<file path="src/rtl/flit_packetizer.sv">
// flit_packetizer: builds head/body/tail flits from a packet descriptor and a
// stream of 32-bit body words, and drives them onto a one-slot valid/ready
// flit bus {flit, vc_id, valid}.
// Optional build macro: PKTZ_STATS_EN adds packet and flit sent counters.
//
// Handshake rule on every port: a transfer happens in a cycle where both
// valid and ready are high at the clock edge. A source never withdraws or
// changes a valid item before it is taken. flit_req_o holds every bit stable
// while its valid bit is high and flit_ready_i is low.
module flit_packetizer #(
    parameter int FLIT_W = 34,
    parameter int VC_W   = 2,
    parameter int X_W    = 1,
    parameter int Y_W    = 1,
    parameter int PKT_W  = 8
) (
    input  logic                     clk,
    input  logic                     arst_n,
    input  logic                     pkt_valid_i,
    output logic                     pkt_ready_o,
    input  logic [X_W-1:0]           pkt_x_i,
    input  logic [Y_W-1:0]           pkt_y_i,
    input  logic [VC_W-1:0]          pkt_vc_i,
    input  logic [PKT_W-1:0]         pkt_len_i,
    input  logic [21:0]              pkt_hdata_i,
    input  logic                     data_valid_i,
    output logic                     data_ready_o,
    input  logic [31:0]              data_i,
    output logic [FLIT_W+VC_W:0]     flit_req_o,
    input  logic                     flit_ready_i,
`ifdef PKTZ_STATS_EN
    output logic [15:0]              pkt_sent_cnt_o,
    output logic [15:0]              flit_sent_cnt_o,
`endif
    output logic                     dbg_state_o
);

    // Bit position of the head's packet-size field MSB.
    localparam int SZ_MSB = FLIT_W - 3 - X_W - Y_W;
    localparam logic [PKT_W-1:0] ONE = 1;

    typedef enum logic [0:0] {
        ST_IDLE = 1'b0,
        ST_BODY = 1'b1
    } state_e;

    state_e              state_q, state_d;
    logic                en_q;
    logic                out_v_q, out_v_d;
    logic [FLIT_W-1:0]   out_flit_q, out_flit_d;
    logic [VC_W-1:0]     out_vc_q, out_vc_d;
    logic [VC_W-1:0]     vc_q, vc_d;
    logic [PKT_W-1:0]    rem_q, rem_d;
    logic                free;

    // State, output slot and per-packet context registers.
    always_ff @(posedge clk or negedge arst_n) begin
        if (!arst_n) begin
            state_q    <= ST_IDLE;
            en_q       <= 1'b0;
            out_v_q    <= 1'b0;
            out_flit_q <= '0;
            out_vc_q   <= '0;
            vc_q       <= '0;
            rem_q      <= '0;
        end else begin
            state_q    <= state_d;
            en_q       <= 1'b1;
            out_v_q    <= out_v_d;
            out_flit_q <= out_flit_d;
            out_vc_q   <= out_vc_d;
            vc_q       <= vc_d;
            rem_q      <= rem_d;
        end
    end

    // Next-state, slot loading and ready generation.
    always_comb begin
        state_d      = state_q;
        out_v_d      = out_v_q;
        out_flit_d   = out_flit_q;
        out_vc_d     = out_vc_q;
        vc_d         = vc_q;
        rem_d        = rem_q;
        pkt_ready_o  = 1'b0;
        data_ready_o = 1'b0;
        // The slot can take a new flit when empty or being drained this cycle.
        free         = !out_v_q || flit_ready_i;

        if (flit_ready_i) begin
            out_v_d = 1'b0;
        end

        case (state_q)
            ST_IDLE: begin
                // en_q keeps ready low until the first clock after reset release.
                pkt_ready_o = en_q && free;
                if (pkt_valid_i && pkt_ready_o) begin
                    out_flit_d = {2'b00, pkt_x_i, pkt_y_i, pkt_len_i, pkt_hdata_i};
                    out_vc_d   = pkt_vc_i;
                    out_v_d    = 1'b1;
                    vc_d       = pkt_vc_i;
                    rem_d      = pkt_len_i;
                    if (pkt_len_i != '0) begin
                        state_d = ST_BODY;
                    end
                end
            end
            ST_BODY: begin
                data_ready_o = free;
                if (data_valid_i && free) begin
                    out_flit_d = {((rem_q == ONE) ? 2'b10 : 2'b01), data_i};
                    out_vc_d   = vc_q;
                    out_v_d    = 1'b1;
                    rem_d      = rem_q - ONE;
                    if (rem_q == ONE) begin
                        state_d = ST_IDLE;
                    end
                end
            end
            default: begin
                state_d = ST_IDLE;
            end
        endcase
    end

    assign flit_req_o  = {out_flit_q, out_vc_q, out_v_q};
    assign dbg_state_o = state_q;

`ifdef PKTZ_STATS_EN
    logic [15:0] pkt_cnt_q;
    logic [15:0] flit_cnt_q;
    logic        flit_hs;
    logic        pkt_done;

    assign flit_hs  = out_v_q && flit_ready_i;
    // A packet completes on its tail, or on its head when it has no body.
    assign pkt_done = flit_hs &&
                      ((out_flit_q[FLIT_W-1 -: 2] == 2'b10) ||
                       ((out_flit_q[FLIT_W-1 -: 2] == 2'b00) &&
                        (out_flit_q[SZ_MSB -: PKT_W] == '0)));

    // Sent counters, free-running with natural 16-bit wrap.
    always_ff @(posedge clk or negedge arst_n) begin
        if (!arst_n) begin
            pkt_cnt_q  <= '0;
            flit_cnt_q <= '0;
        end else begin
            if (pkt_done) pkt_cnt_q  <= pkt_cnt_q + 16'd1;
            if (flit_hs)  flit_cnt_q <= flit_cnt_q + 16'd1;
        end
    end

    assign pkt_sent_cnt_o  = pkt_cnt_q;
    assign flit_sent_cnt_o = flit_cnt_q;
`endif

endmodule

</file>
<file path="config.mk">
export PLATFORM = sky130hd
export DESIGN_NAME = flit_packetizer
export DESIGN_NICKNAME = d
export VERILOG_FILES = /design/src/rtl/flit_packetizer.sv
export SDC_FILE = /design/constraint.sdc
export NUM_CORES = 1
export LEC_CHECK = 0
export BUFFER_PORTS_ARGS = -buffer_cell sky130_fd_sc_hd__buf_2
export CAP_MARGIN = 20
export CORE_UTILIZATION = 33
export DETAILED_ROUTE_END_ITERATION = 10
export PLACE_DENSITY = 0.71
export SYNTH_ARGS = -nofsm -noshare
export SYNTH_HDL_FRONTEND = slang
export SYNTH_SLANG_ARGS = --single-unit
export TNS_END_PERCENT = 5
</file>
<file path="constraint.sdc">
create_clock -name clk -period 4.7 [get_ports clk]
set_clock_uncertainty 0.2 [all_clocks]
set_input_delay 0.94 -clock clk [delete_from_list [all_inputs] [get_ports clk]]
set_output_delay 0.94 -clock clk [all_outputs]
set_load 0.02 [all_outputs]
</file>
=== Yosys cells after proc, flatten, opt, wreduce, memory -nomap -nowiden ===
Cells that the tools add are included.

* Register bits after elaboration: 49
* Input port bits: 71
* Logic and storage cells: 41

* Add/sub/neg operators: 1
* Eq/ne operators: 3
* Muxes and demuxes: 21
* Bitwise operators: 1
* Reductions and logical operators: 8

{| class="wikitable"
|+ Operator list
! cell !! number
|-
| 34-bit two-way mux || 2
|-
| 34-bit case mux with 2 select lines || 1
|-
| 8-bit two-way mux || 2
|-
| 8-bit case mux with 2 select lines || 1
|-
| 1-bit two-way mux || 9
|-
| 8-bit by 1-bit equality test with 1-bit output, second input constant || 1
|-
| 8-bit nonzero test || 1
|-
| 8-bit by 1-bit subtractor with 8-bit output, second input constant || 1
|-
| 2-bit two-way mux || 3
|-
| 1-bit case mux with 2 select lines || 2
|-
| 2-bit case mux with 2 select lines || 1
|-
| 2-bit AND reduction || 2
|-
| 1-bit logical AND || 3
|-
| 2-bit by 1-bit inequality test with 1-bit output, second input constant || 1
|-
| 2-bit inequality test, second input constant || 1
|-
| 1-bit zero test || 1
|-
| 1-bit logical OR || 1
|-
| 1-bit NOT || 1
|}

=== Logic depth before layout (Yosys ltp) ===
Gate-level depths: netlist (run 1).

* Word-level depth: 6
* Gate-level depth with buffers: 7
* Depth with buffers taken out: 6

=== Least setup slack after synthesis (run 1) ===
No wires, ideal clock.

* Kind: input to output
* From: input port flit_ready_i
* To: output port pkt_ready_o
* Arrival: 1.460 ns
* Required time: 3.560 ns
* Setup slack: 2.100 ns
* Stages on the path: 3
* Cell sequence: nand2b_1 -> buf_2 -> and3_1

* Word-level cells in the longest chain between the ends: 3

{| class="wikitable"
|+ RTL lines
! element !! line !! source
|-
| start, declared || 30 || <nowiki>input logic flit_ready_i,</nowiki>
|-
| 1-bit logical OR || 88 || <nowiki>free = !out_v_q || flit_ready_i;</nowiki>
|-
| 1-bit logical AND || 97 || <nowiki>pkt_ready_o = en_q && free;</nowiki>
|-
| 1-bit two-way mux || 94 || <nowiki>case (state_q)</nowiki>
|-
| end, declared || 20 || <nowiki>output logic pkt_ready_o,</nowiki>
|}

Every way passes these cells.

=== Worst setup path in the final report (run 1) ===
* From: register state_q, in the netlist dbg_state_o
* To: output port data_ready_o

* Word-level cells in the longest chain between the ends: 1

{| class="wikitable"
|+ RTL lines
! element !! line !! source
|-
| start, declared || 47 || <nowiki>state_e state_q, state_d;</nowiki>
|-
| start signal, assigned || 67 || <nowiki>state_q <= state_d;</nowiki>
|-
| 1-bit two-way mux || 94 ||
|-
| end, declared || 27 || <nowiki>output logic data_ready_o,</nowiki>
|}

Every way passes these cells.

==> out/results.txt, run 1 <==
buffers added on ports -> 110
Post-Route WL -> 5610 um
Layout Area Growth over Synthesis -> 29.0%
initial DRC count -> 66
Crit Path Max Fanout -> 40
grt total ovfl -> 0
max incr delay on CP -> 0.65 ns
TritonCTS clock tree -> yes
ys flop type -> dfrtp_1
core area -> 6940 um^2
post-CTS setup buffer count -> 0
hold buffer count at cts -> 0
Reg2Reg Depth -> 5
critical-path cell list -> buf_4 -> and2_1 -> buf_2
Slew @ Worst Pin -> 0.880 ns
RSZ-0062 raised after global routing -> false
initial antenna violation count -> 0
Util after Layout -> 44.9%
Detail Route Antenna Nets -> 0
synth warn -> 0
outcome -> complete, no violations
worst endpoint required time -> 3.56 ns
slack of the worst reg-to-reg path -> 2.11 ns
Max Cap Viol -> 0
worst setup path endpoint -> data_ready_o
simple-gate share of the synthesized area -> 13.9%
fin area -> 3120 um^2
leakage power -> 0.00172 uW
Data arrival, critical path -> 1.87 ns
synth unique cells -> 41
FF-to-FF End -> rem_q[2]
clock-pin slew on the worst setup and hold paths -> 0.09 ns
io pins -> 111
H-tree depth -> 2
Die Area -> 7670 um^2
Compound-Gate Fraction of Synth Area -> 14.1%
Post-Syn Nets -> 313
clk_lat worst skew -> 0.30 ns
worst hold path class -> register to register
placed cell area -> 3010 um^2
Mapped Area -> 2420 um^2
Slew HR -> 41.1%
crit path from -> dbg_state_o
Synth Register Bits -> 49
clk sinks -> 49
crit path kind -> register to output pin
CTS resizes -> 0
largest family of logic cells by synthesized area -> multiplexers
final-report max-slew violation count -> 0
highest clock rate -> 0.333 GHz
worst slack at placement -> 1.68 ns
largest net degree at the start of global routing -> 50
Critical Path Stages -> 3
layout cells sized above 1 -> 37.1%
Avg Cell Area, Syn -> 10.1 um^2
Post-synth EDFFs -> 0
number of global-route vias before repair -> 2,010
Initial Util -> 34.8%
register area share after synthesis -> 50.8%
RR Startpoint -> dbg_state_o
residual DRC count -> 0
Post-Synth XOR/XNOR Area -> 0%
maximum root-to-sink buffer count -> 2
ANT cells -> 0
post-detail-place hpwl -> 4240 um
Detailed Routing Iterations Pass 1 -> 4
Hold Slack -> 0.278 ns
post-layout min period -> 3.01 ns
largest delay contributor family on the critical path -> buffers and inverters
Rows -> 30
TNS Setup -> 0 ns
fin crit share -> 64.0%
root cell of the clock tree -> clkbuf_8
DIE HEIGHT -> 87.6 um
crit path launch type -> register
die width -> 87.6 um
Final Setup Violations -> 0
proportion of synthesized area in mux cells -> 15.2%
peak supply drop -> 249 uV
Worst setup EP type -> output pin
worst-path cell with the longest stage delay -> dfrtp_2
Async S/R FF share, synth -> 100%
Vias -> 2,089
Cell Pwr Density -> 627 nW/um^2
Bufs and invs on worst path -> 2
global-route wire length before repair -> 9070 um
Vias/cell -> 4.74
Synth Instances -> 240
Adder-Cell Fraction of Synth Area -> 1.04%
fin nets -> 417
fin worst setup slack -> 1.69 ns
gpl congestion -> 0.787
Final Hold Fails -> 0
CTS Buf Count -> 5
drt wl/cell -> 12.7 um
All-Layer GR Usage -> 15.4%
-- routing by layer --
metal  vias up  share of wire [%]  routed length (um)  global-route usage (%)
met2        76                 48                2700                    27.1
met1       961                 44                2480                    18.3
met5         -                  0                   0                       0
met4         0                1.0                  57                    4.92
li1       1045                  -                   -                       -
met3         7                6.6                 373                    4.15
-- report_power, final --
group	total, uW	switching, uW	internal, uW
clock network	296	136	160
registers	755	135	620
logic	904	556	349
total	1960	827	1130
-- Yosys cell counts, types with 2 or more instances --
cell,n,area share (%)
clkbuf_1,2,0.31
o21ai_1,20,4.1
o32ai_1,2,0.73
a21oi_1,3,0.62
mux2_2,2,0.93
a31oi_1,2,0.52
nand3_1,3,0.62
buf_2,6,1.2
o22ai_1,2,0.52
nor4_1,3,0.78
and3_1,2,0.52
nor3_1,2,0.41
ha_1,2,1.0
dfrtp_1,49,51
nor2_1,8,1.2
nand2_1,48,7.5
clkbuf_2,3,0.62
buf_6,4,1.9
o21ai_0,21,4.4
mux2i_1,33,14
inv_1,3,0.47
-- cells by family after synthesis --
logic type	after synthesis
adder cells (fa/ha/maj)	2
AO/OA/AOI/OAI	58
multiplexers	36
other	1
AND/OR/NAND/NOR	75
buffers and inverters	19
flip-flops	49
-- tightest hold or removal path, delay by kind of cell (launching register included) --
kind | cells | cell delay, ns
flip-flops | 1 | 0.34
AO/OA/AOI/OAI | 1 | 0.06
AND/OR/NAND/NOR | 1 | 0.05
-- layout by cell type, fill, tap and decap left out, types with 3 or more instances in the layout --
| cell type | synthesis | final |
|---|---|---|
| o21ai_0 | 21 | 21 |
| nor2_1 | 8 | 8 |
| nand3_1 | 3 | 3 |
| inv_1 | 3 | 3 |
| nor4_1 | 3 | 3 |
| nand2_1 | 48 | 48 |
| dfrtp_1 | 49 | 48 |
| buf_4 | 1 | 3 |
| buf_2 | 6 | 110 |
| a21oi_1 | 3 | 3 |
| mux2i_1 | 33 | 33 |
| clkbuf_8 | 0 | 5 |
| o21ai_1 | 20 | 20 |
-- per-stage QoR --
| stage | power, uW | std cells |
|---|---|---|
| finish | 1960 | 441 |
| CTS | 1990 | 441 |
| floorplan | 1410 | 240 |
| detailed placement | 1690 | 433 |
| global route | 2120 | 441 |
| global placement | 1650 | 433 |
-- state kept, by name, summed over array words and instances, names as in the netlist --
signal,flops
out_flit_q,34
rem_q,8
out_vc_q,2
vc_q,2
dbg_state_o,1
en_q,1
out_v_q,1
-- how the worst min path moves through the flow --
stage	from	to	slack, ns	cells after the start
final	out_flit_q[6]	out_flit_q[6]	0.28	2
after CTS	out_flit_q[6]	out_flit_q[6]	0.29	2
after global placement	out_flit_q[8]	out_flit_q[8]	0.26	2
after detailed placement	out_flit_q[6]	out_flit_q[6]	0.27	2
after floorplan	rem_q[1]	rem_q[1]	0.28	2
after global routing	out_flit_q[6]	out_flit_q[6]	0.29	2
-- cell type report --
class | instances | area (um^2)
Inverter | 3 | 11.3
Sequential cell | 49 | 1230
Fill cell | 685 | 3830
Clock buffer | 6 | 72.6
Timing Repair Buffer | 113 | 573
Clock inverter | 2 | 38.8
Multi-Input combinational cell | 172 | 1070
Tap cell | 96 | 120
Note: power is estimated with default switching activity, not from simulation.
==> inputs of run 2 (changes only) <==
ABC_AREA = 1   (was unset)
clock period = 2.9 ns   (was 4.7 ns; I/O delays follow)
==> out/results.txt, run 2 <==
die width -> 88.2 um (+0.73%)
Finished Layout Cells -> 509 (+15%)
residual DRC count -> 0 (unchanged)
Post-Route WL -> 6090 um (+8.6%)
initial DRC count -> 104 (+58%)
commonest non-fill, non-tap cell in the layout -> buf_2
most frequent cell after synthesis -> nand2_1
Synth Instances -> 303 (+26%)
All-Layer GR Usage -> 15.7% (+0.33 points)
DRT met1 WL -> 2790 um (+13%)
DR WL met3 -> 396 um (+6.2%)
Avg Cell Area, Syn -> 8.09 um^2 (-20%)
Async S/R FF share, synth -> 100% (unchanged)
highest clock rate -> 0.419 GHz
max layer used -> met4
worst endpoint required time -> 2.12 ns (-1.44 ns)
drt wl/cell -> 12.0 um (-5.9%)
Post-Syn Nets -> 376 (+20%)
Detail Route Antenna Nets -> 0 (unchanged)
post-CTS setup buffer count -> 0 (unchanged)
Final Hold Fails -> 0 (unchanged)
synth warn -> 0 (unchanged)
RSZ-0062 raised after global routing -> false
Vias/cell -> 4.60 (-2.9%)
fin nets -> 482 (+16%)
Die Area -> 7780 um^2 (+1.5%)
core area -> 7210 um^2 (+3.9%)
worst slack at placement -> 0.711 ns (-0.969 ns)
final-report max-slew violation count -> 0 (unchanged)
grt total ovfl -> 0 (unchanged)
hold buffer count at cts -> 0 (unchanged)
ys flop type -> dfrtp_1
clk_lat worst skew -> 0.29 ns (about the same)
synth unique cells -> 22 (-46%)
outcome -> complete, no violations
clk sinks -> 49 (unchanged)
Placed Cells -> 501 (+16%)
ranking of synthesized cells by area -> dfrtp_1 (50%), nand2_1 (11%), o21ai_0 (9.2%)
register area share after synthesis -> 50.0% (-0.75 points)
most common library cells after synthesis -> nand2_1 (73), dfrtp_1 (49), o21ai_0 (45)
Worst setup EP type -> output pin
Data arrival, critical path -> 1.60 ns (-0.27 ns)
fin worst setup slack -> 0.515 ns (-1.18 ns)
TNS Setup -> 0 ns (unchanged)
Slew HR -> 58.1% (+17 points)
Max Cap Viol -> 0 (unchanged)
global-route wire length before repair -> 9500 um (+4.8%)
most frequent cells in the layout -> buf_2 (110), nand2_1 (73), dfrtp_1 (49)
peak supply drop -> 425 uV (+71%)
largest net degree at the start of global routing -> 50 (unchanged)
Rows -> 31 (+3.3%)
CTS Buf Count -> 5 (unchanged)
# fillers -> 765 (+12%)
DIE HEIGHT -> 88.2 um (+0.73%)
root cell of the clock tree -> clkbuf_8
crit path kind -> register to output pin
layout cells sized above 1 -> 37.1% (about the same)
TritonCTS clock tree -> yes
H-tree depth -> 2 (unchanged)
Crit Path Max Fanout -> 23 (-43%)
post-detail-place hpwl -> 4590 um (+8.2%)
Hold Slack -> 0.174 ns (-0.104 ns)
placed cell area -> 3080 um^2 (+2.5%)
cell accounting for the most synthesized area -> dfrtp_1
fin crit share -> 82.2%
worst hold path class -> input pin to async pin
gpl congestion -> 0.760 (-3.5%)
leakage power -> 0.00167 uW (-2.5%)
max FFs per register -> 34 (unchanged)
maximum root-to-sink buffer count -> 2 (unchanged)
Initial Util -> 34.0% (-0.80 points)
Detailed Routing Iterations Pass 1 -> 4 (unchanged)
io pins -> 111 (unchanged)
Mapped Area -> 2450 um^2 (+1.5%)
Final Setup Violations -> 0 (unchanged)
metal2 WL -> 2890 um (+6.9%)
number of global-route vias before repair -> 2,148 (+6.9%)
Slew @ Worst Pin -> 0.628 ns (-0.252 ns)
ANT cells -> 0 (unchanged)
Post-synth EDFFs -> 0 (unchanged)
Regs by FF count -> out_flit_q: 34 flops, rem_q: 8 flops
buffers added on ports -> 110 (unchanged)
post-layout min period -> 2.38 ns
share of the synthesized area in the top cell type -> 50.0% (-0.75 points)
clock-pin slew on the worst setup and hold paths -> 0.09 ns (about the same)
initial antenna violation count -> 0 (unchanged)
crit path launch type -> register
Synth Register Bits -> 49 (unchanged)
Layout Area Growth over Synthesis -> 30.4%
Cell Pwr Density -> 1040 nW/um^2 (+66%)
CTS resizes -> 0 (unchanged)
Vias -> 2,341 (+12%)
Reg with most FFs -> out_flit_q
fin area -> 3200 um^2 (+2.6%)
[run 2: cell count changes in the layout (fill, tap and decap cells not counted), moves of 9 or more]
cell and delta:
mux2i_1 -33, inv_1 +13, nand3_1 +13, nand2_1 +25
o21ai_0 +24, nor2_1 +9, or2_2 +23
[run 2: path summary, 6_finish.rpt]
kind | start | end | slack [ns] | cells after the start
worst max-delay path | dbg_state_o | pkt_ready_o | 0.52 | 5
worst min-delay path | arst_n | out_flit_q[22] | 0.17 | 2
worst max register to register | dbg_state_o | out_flit_q[18] | 0.84 | 7
worst min register to register | out_flit_q[24] | out_flit_q[24] | 0.27 | 2
max in group asynchronous | arst_n | out_flit_q[1] | 1.90 | 2
min in group clk | out_flit_q[24] | out_flit_q[24] | 0.27 | 2
[run 2: layer usage]
layer  up-vias  GRT usage, %
li1       1200             -
met1      1053          18.6
met2        86          28.6
met3         2          3.02
met4         0          4.99
met5         -             0
[run 2: through the flow]
step,utilization [%],total power [uW]
2_1_floorplan,-,2330
3_3_place_gp,42.7,2800
3_5_place_dp,42.7,2860
4_1_cts,44.3,3380
5_1_grt,44.3,3610
6_report,44.3,3330
[run 2: power by group]
part | internal (uW) | total (uW) | leakage (uW) | switching [uW]
sequential | 998 | 1190 | 0.000585 | 190
clock | 281 | 498 | 0.0000585 | 217
combinational | 582 | 1640 | 0.00103 | 1060
[run 2: cell type report]
class	count	area, um^2	share of cell area, %
Clock buffer	7	86.3	2.70
Clock inverter	1	30.0	0.939
Inverter	18	67.6	2.11
Multi-Input combinational cell	219	1070	33.4
Sequential cell	49	1230	38.4
Tap cell	99	124	3.87
Timing Repair Buffer	116	596	18.6
[run 2: logic make-up after synthesis]
logic type	Yosys count	synth area share, %
adder cells (fa/ha/maj)	2	1.02
other	1	0.153
flip-flops	49	50.0
buffers and inverters	35	6.48
AO/OA/AOI/OAI	80	17.0
AND/OR/NAND/NOR	136	25.3
[run 2: worst max-delay path: stages, from the launching register on]
cell and delay [ns]:
dfrtp_1 0.40, inv_2 0.27, buf_4 0.29, nand2_1 0.07
nor2_1 0.10, buf_2 0.16
